==> src/rtl/soc_bus_fabric_pkg.sv <==
// Shared types and default memory map for the SoC bus fabric.
// Holds the FSM state encoding, default slave map and error read data.
package soc_bus_fabric_pkg;

    localparam int ADDR_WIDTH_DEF = 32;
    localparam int DATA_WIDTH_DEF = 32;
    localparam int NUM_SLAVES_DEF = 3;

    // Slave 0 = memory, slave 1 = UART, slave 2 = peripheral window
    localparam logic [NUM_SLAVES_DEF*ADDR_WIDTH_DEF-1:0] SLV_BASE_DEF =
        {32'h2000_0000, 32'h1000_0000, 32'h0000_0000};
    localparam logic [NUM_SLAVES_DEF*ADDR_WIDTH_DEF-1:0] SLV_MASK_DEF =
        {32'hFFFF_0000, 32'hFFFF_FFF0, 32'hFFFF_0000};

    localparam logic [DATA_WIDTH_DEF-1:0] ERR_DATA_DEF = 32'hDEAD_BEEF;

    typedef enum logic [1:0] {
        IDLE = 2'd0,
        BUSY = 2'd1,
        RESP = 2'd2
    } state_t;

    function automatic int sel_width(input int n);
        return (n > 1) ? $clog2(n) : 1;
    endfunction

endpackage

==> src/rtl/soc_bus_fabric_bus_addr_decoder.sv <==
// Combinational address decoder: reports whether any slave window matches
// and the lowest matching slave index.
module bus_addr_decoder #(
    parameter int ADDR_WIDTH = 32,
    parameter int NUM_SLAVES = 3,
    parameter int SEL_WIDTH  = 2
) (
    input  logic [ADDR_WIDTH-1:0]            addr,
    input  logic [NUM_SLAVES*ADDR_WIDTH-1:0] base,
    input  logic [NUM_SLAVES*ADDR_WIDTH-1:0] mask,
    output logic                             hit,
    output logic [SEL_WIDTH-1:0]             sel
);

    // Scan from the top so the lowest matching index is the last one written
    always_comb begin
        hit = 1'b0;
        sel = '0;
        for (int i = NUM_SLAVES - 1; i >= 0; i--) begin
            if ((addr & mask[i*ADDR_WIDTH +: ADDR_WIDTH]) == base[i*ADDR_WIDTH +: ADDR_WIDTH]) begin
                hit = 1'b1;
                sel = SEL_WIDTH'(i);
            end
        end
    end

endmodule

==> src/rtl/soc_bus_fabric.sv <==
// Address-decoding interconnect between the CPU master and NUM_SLAVES slaves,
// with one outstanding transaction, a slave timeout and error responses.
module soc_bus_fabric
    import soc_bus_fabric_pkg::*;
#(
    parameter int ADDR_WIDTH = ADDR_WIDTH_DEF,
    parameter int DATA_WIDTH = DATA_WIDTH_DEF,
    parameter int NUM_SLAVES = NUM_SLAVES_DEF,
    parameter logic [NUM_SLAVES*ADDR_WIDTH-1:0] SLV_BASE = SLV_BASE_DEF,
    parameter logic [NUM_SLAVES*ADDR_WIDTH-1:0] SLV_MASK = SLV_MASK_DEF,
    parameter int TIMEOUT = 255,
    parameter logic [DATA_WIDTH-1:0] ERR_DATA = ERR_DATA_DEF
) (
    input  logic                             clk,
    input  logic                             reset,
    input  logic [ADDR_WIDTH-1:0]            m_addr,
    input  logic [DATA_WIDTH-1:0]            m_wrt_data,
    input  logic                             m_we,
    input  logic                             m_req_valid,
    output logic [DATA_WIDTH-1:0]            m_rd_data,
    output logic                             m_data_valid,
    output logic                             m_bus_err,
    output logic [ADDR_WIDTH-1:0]            s_addr,
    output logic [DATA_WIDTH-1:0]            s_wrt_data,
    output logic                             s_we,
    output logic [NUM_SLAVES-1:0]            s_req_valid,
    input  logic [NUM_SLAVES*DATA_WIDTH-1:0] s_rd_data,
    input  logic [NUM_SLAVES-1:0]            s_data_valid
);

    localparam int SEL_WIDTH = sel_width(NUM_SLAVES);
    localparam int CNT_WIDTH = $clog2(TIMEOUT + 1);
    localparam logic [CNT_WIDTH-1:0] CNT_LAST = CNT_WIDTH'(TIMEOUT - 1);

    state_t                state;
    logic [SEL_WIDTH-1:0]  sel;
    logic [CNT_WIDTH-1:0]  count;
    logic                  dec_hit;
    logic [SEL_WIDTH-1:0]  dec_sel;
    logic [DATA_WIDTH-1:0] sel_rd_data;
    logic                  sel_valid;

    bus_addr_decoder #(
        .ADDR_WIDTH(ADDR_WIDTH),
        .NUM_SLAVES(NUM_SLAVES),
        .SEL_WIDTH (SEL_WIDTH)
    ) u_decoder (
        .addr(m_addr),
        .base(SLV_BASE),
        .mask(SLV_MASK),
        .hit (dec_hit),
        .sel (dec_sel)
    );

    // Only the selected slave's response is visible; others are ignored
    always_comb begin
        sel_rd_data = s_rd_data[int'(sel)*DATA_WIDTH +: DATA_WIDTH];
        sel_valid   = s_data_valid[sel];
    end

    always_ff @(posedge clk) begin
        if (reset) begin
            state        <= IDLE;
            sel          <= '0;
            count        <= '0;
            s_req_valid  <= '0;
            s_addr       <= '0;
            s_wrt_data   <= '0;
            s_we         <= 1'b0;
            m_rd_data    <= '0;
            m_data_valid <= 1'b0;
            m_bus_err    <= 1'b0;
        end else begin
            case (state)
                IDLE: begin
                    if (m_req_valid) begin
                        if (dec_hit) begin
                            s_addr      <= m_addr;
                            s_wrt_data  <= m_wrt_data;
                            s_we        <= m_we;
                            sel         <= dec_sel;
                            count       <= '0;
                            s_req_valid <= NUM_SLAVES'(1) << dec_sel;
                            state       <= BUSY;
                        end else begin
                            m_rd_data    <= ERR_DATA;
                            m_bus_err    <= 1'b1;
                            m_data_valid <= 1'b1;
                            state        <= RESP;
                        end
                    end
                end
                BUSY: begin
                    count <= count + 1'b1;
                    // A response arriving on the last allowed cycle still wins
                    if (sel_valid) begin
                        m_rd_data    <= sel_rd_data;
                        m_bus_err    <= 1'b0;
                        m_data_valid <= 1'b1;
                        s_req_valid  <= '0;
                        state        <= RESP;
                    end else if (count == CNT_LAST) begin
                        m_rd_data    <= ERR_DATA;
                        m_bus_err    <= 1'b1;
                        m_data_valid <= 1'b1;
                        s_req_valid  <= '0;
                        state        <= RESP;
                    end
                end
                RESP: begin
                    m_data_valid <= 1'b0;
                    m_bus_err    <= 1'b0;
                    state        <= IDLE;
                end
                default: begin
                    s_req_valid  <= '0;
                    m_data_valid <= 1'b0;
                    m_bus_err    <= 1'b0;
                    state        <= IDLE;
                end
            endcase
        end
    end

endmodule

==> config.mk <==
export PLATFORM = sky130hd
export DESIGN_NAME = soc_bus_fabric
export DESIGN_NICKNAME = d
export VERILOG_FILES = /design/src/rtl/soc_bus_fabric_pkg.sv /design/src/rtl/soc_bus_fabric_bus_addr_decoder.sv /design/src/rtl/soc_bus_fabric.sv
export SDC_FILE = /design/constraint.sdc
export NUM_CORES = 1
export LEC_CHECK = 0
export ABC_AREA = 1
export BUFFER_PORTS_ARGS = -buffer_cell sky130_fd_sc_hd__buf_2
export CAP_MARGIN = 20
export CORE_MARGIN = 4
export CORE_UTILIZATION = 39
export CTS_BUF_LIST = sky130_fd_sc_hd__clkbuf_16
export DETAILED_ROUTE_END_ITERATION = 12
export MAX_ROUTING_LAYER = met4
export PLACE_DENSITY = 0.79
export SLEW_MARGIN = 20
export SYNTH_ARGS = -nofsm -noshare
export SYNTH_HDL_FRONTEND = slang
export SYNTH_SLANG_ARGS = --single-unit
==> constraint.sdc <==
create_clock -name clk -period 2 [get_ports clk]
set_input_delay 0 -clock clk [delete_from_list [all_inputs] [get_ports clk]]
set_output_delay 0 -clock clk [all_outputs]
set_load 0.01 [all_outputs]
==> impl_results.md <==
- Largest net degree at the start of global routing: 59
- Number of inserted diodes: 0
- Area after DPL: 0.00650 sq mm
- Final hold vios: 0
- Hold EP: m_rd_data[27]
- Cell variety after synth: 30
- IO Pins: 269
- CP endpoint kind: register
- Slowest-stage cell, CP: dlygate4sd3_1
- Async SR Flop Fraction: 0%
- Worst hold slack: 0.0136 ns
- Vias per cell: 4.87
- Register area: 0.00228 sq mm
- Clk sinks: 114
- R2R depth: 11
- Fmax: 572 MHz
- CP Cell Sequence: dlygate4sd3_1 -> buf_2 -> nor2_1 -> nand3_1 -> nor2_1 -> nand2_1 -> nand2_2 -> nand3_4 -> nor2_8 -> buf_12 -> nand2_1 -> a21oi_1
- Synthesized net count: 898
- Slew Limit Fails: 0
- Detail Route Antenna Nets: 0
- Pleak: 3.62 nW
- Reg2reg end: s_wrt_data[16]
- Worst Path Arrival: 2.06 ns
- Design area: 0.00785 sq mm
- Residual DRC count: 0
- Syn Area/Cell: 6.92 sq um
- Antenna violations before repair: 0
- Clk_lat worst skew: 0.40 ns
- Clock H-tree levels: 4
- Worst vdd rail ir drop: 575 uV
- RePlAce Congestion: 0.867
- Top delay family on crit path: simple AND/OR/NAND/NOR gates
- Wire length per cell: 14.3 microns
- Fin nets: 1228
- EDFF count, synth: 0
- Rows: 41
- Root Driver: clkbuf_16
- # resized after CTS: 0
- Iteration-0 DRC Markers: 467
- Die area: 0.0148 sq mm
- Relative slew slack: 59.7%
- Hold depth: 5
- Count of hold buffers inserted by post-cts repair: 74
- Clk_skew: 0.00892 ns
- DR vias: 6061
- Die Y: 122 microns
- Sequential share of the synthesized area: 45.2%
- Clock-pin slew on the worst setup and hold paths: 0.06 ns
- Final setup viols: 0
- CTS max path bufs: 2
- Cell Pwr Density: 767 mW/mm^2
- Worst Setup Start Kind: primary input
- Mapped Area: 0.00505 sq mm
- Ys Warns: 0
- CTS tree: yes
- Routed WL: 17800 microns
- Period utilization: 87.5%
- WP data required: 2.31 ns
- DRT Pass-1 Iters: 5
- WP buf/inv: 3
- Status: finished, final reports clean
- Hold path startpoint: s_rd_data[59]
- RSZ-0062 raised after global routing: false
- Num CTS Buffers: 17
- R2R Path Start: count[0]
- Synthesis-stage register bit count: 114
- Post-CTS Setup Bufs: 0
- First-pass GRT wire length: 27700 microns
- All-Layer GR Usage: 24.1%
- Filler instances: 1167
- Starting Density: 40.0%
- Worst min path class: in2reg
- IO Port Bufs: 268
- Gate Count Post-Synth: 729
- Crit-path max cell delay: 0.54 ns
- Multi-input gate area: 0.00244 sq mm
- Die Wd: 122 microns
- Power, Total: 6.02 mW
- PnR worst setup slack: 0.251 ns
- Least-Margin Pin Slew: 0.604 ns
- Worst Path Max Fanout: 50
- Pre-CTS WS: 0.277 ns
- Share of layout cells above drive strength 1: 31.1%
- Core area: 0.0126 sq mm
- Tmin final: 1.75 ns
- Max-cap violation count: 0
- Top FF cell, synth: dfxtp_1
- Global route overflow: 0
- Synth-to-layout area growth: 55.5%
- DP HPWL: 11900 microns
- Post-route setup TNS: 0 ns
- Crit Path Class: in2reg
- R2R setup slack: 0.27 ns
- Number of global-route vias before repair: 5711
## worst min-delay path, cell delays in order
cell and delay, ns:
buf_2 0.09, nor2_1 0.09, o211ai_1 0.10, nand2_1 0.06, nor2_1 0.04
## per-stage QoR
step | instances | utilization (%)
6_report | 1244 | 62.2
5_1_grt | 1244 | 62.2
4_1_cts | 1244 | 62.2
3_5_place_dp | 1138 | 51.5
3_3_place_gp | 1138 | 51.5
2_1_floorplan | 729 | -
## worst max-delay path by stage
stage	startpoint	to	slack [ns]	cells past startpoint
finish	m_addr[10]	s_wrt_data[16]	0.25	12
global route	count[0]	s_wrt_data[16]	0.04	11
CTS	count[0]	s_wrt_data[16]	0.27	11
detailed placement	count[0]	s_wrt_data[16]	0.28	11
global placement	count[0]	s_wrt_data[16]	0.40	11
floorplan	count[0]	m_rd_data[0]	0.57	13
## cells by family (layout without fill, tap and decap cells)
kind of cell / count (synthesis) / in the layout / share of synthesized area [%]
compound gates: 141 / 141 / 15.3
fa+ha+maj: 2 / 2 / 0.496
buf+inv: 72 / 415 / 6.65
flops: 114 / 114 / 45.2
simple gates: 400 / 400 / 32.3
## synth_stat cells, drive strengths merged (2+ instances only)
library cell / number / area [sq um]
buf: 17 / 129
nand3: 16 / 97.6
or2: 2 / 12.5
ha: 2 / 25.0
nor3: 3 / 15.0
nand2: 238 / 901
inv: 29 / 109
a21oi: 73 / 369
clkbuf: 26 / 97.6
nand4: 4 / 37.5
o21ai: 42 / 210
dfxtp: 114 / 2280
nand3b: 2 / 15.0
o211ai: 24 / 180
nor2: 134 / 544
## sequential cells by signal (all words and copies together), names as in the netlist
signal,flops
count,8
m_bus_err,1
m_data_valid,1
m_rd_data,32
s_addr,32
s_req_valid,3
s_we,1
s_wrt_data,32
sel,2
state,2
## power by group
part           internal, mW  total (mW)  switching [mW]  leakage (nW)
registers              2.33        2.36          0.0277         0.927
clock network          1.97        3.07            1.10         0.288
logic                 0.304       0.592           0.287          2.41
## metal layers
metal / vias to the layer above / track usage [%] / part of all wire (%)
met4: 0 / 9.10 / 3.5
met3: 53 / 5.34 / 5.7
li1: 2992 / - / -
met5: - / - / 0
met2: 262 / 40.9 / 52
met1: 2754 / 27.8 / 39
## layout by cell type, fill, tap and decap left out, types with 10 or more instances in the layout
cell type      Yosys  routed
a21oi_1           72      72
buf_2              7     268
buf_4              1      10
clkbuf_16          0      17
dfxtp_1          114     114
dlygate4sd3_1      0      74
inv_1             24      24
nand2_1          235     235
nand3_1           14      14
nor2_1           127     127
o211ai_1          24      24
o21ai_0           42      42
## layout make-up
type,instances,share of cell area (%)
timing repair buffer,354,28.0
multi-input combinational,543,31.1
inverter,29,1.39
tap,172,2.74
clock buffer,17,5.42
sequential,114,29.1
clock inverter,15,2.33
Note: power is estimated with default switching activity, not from simulation.
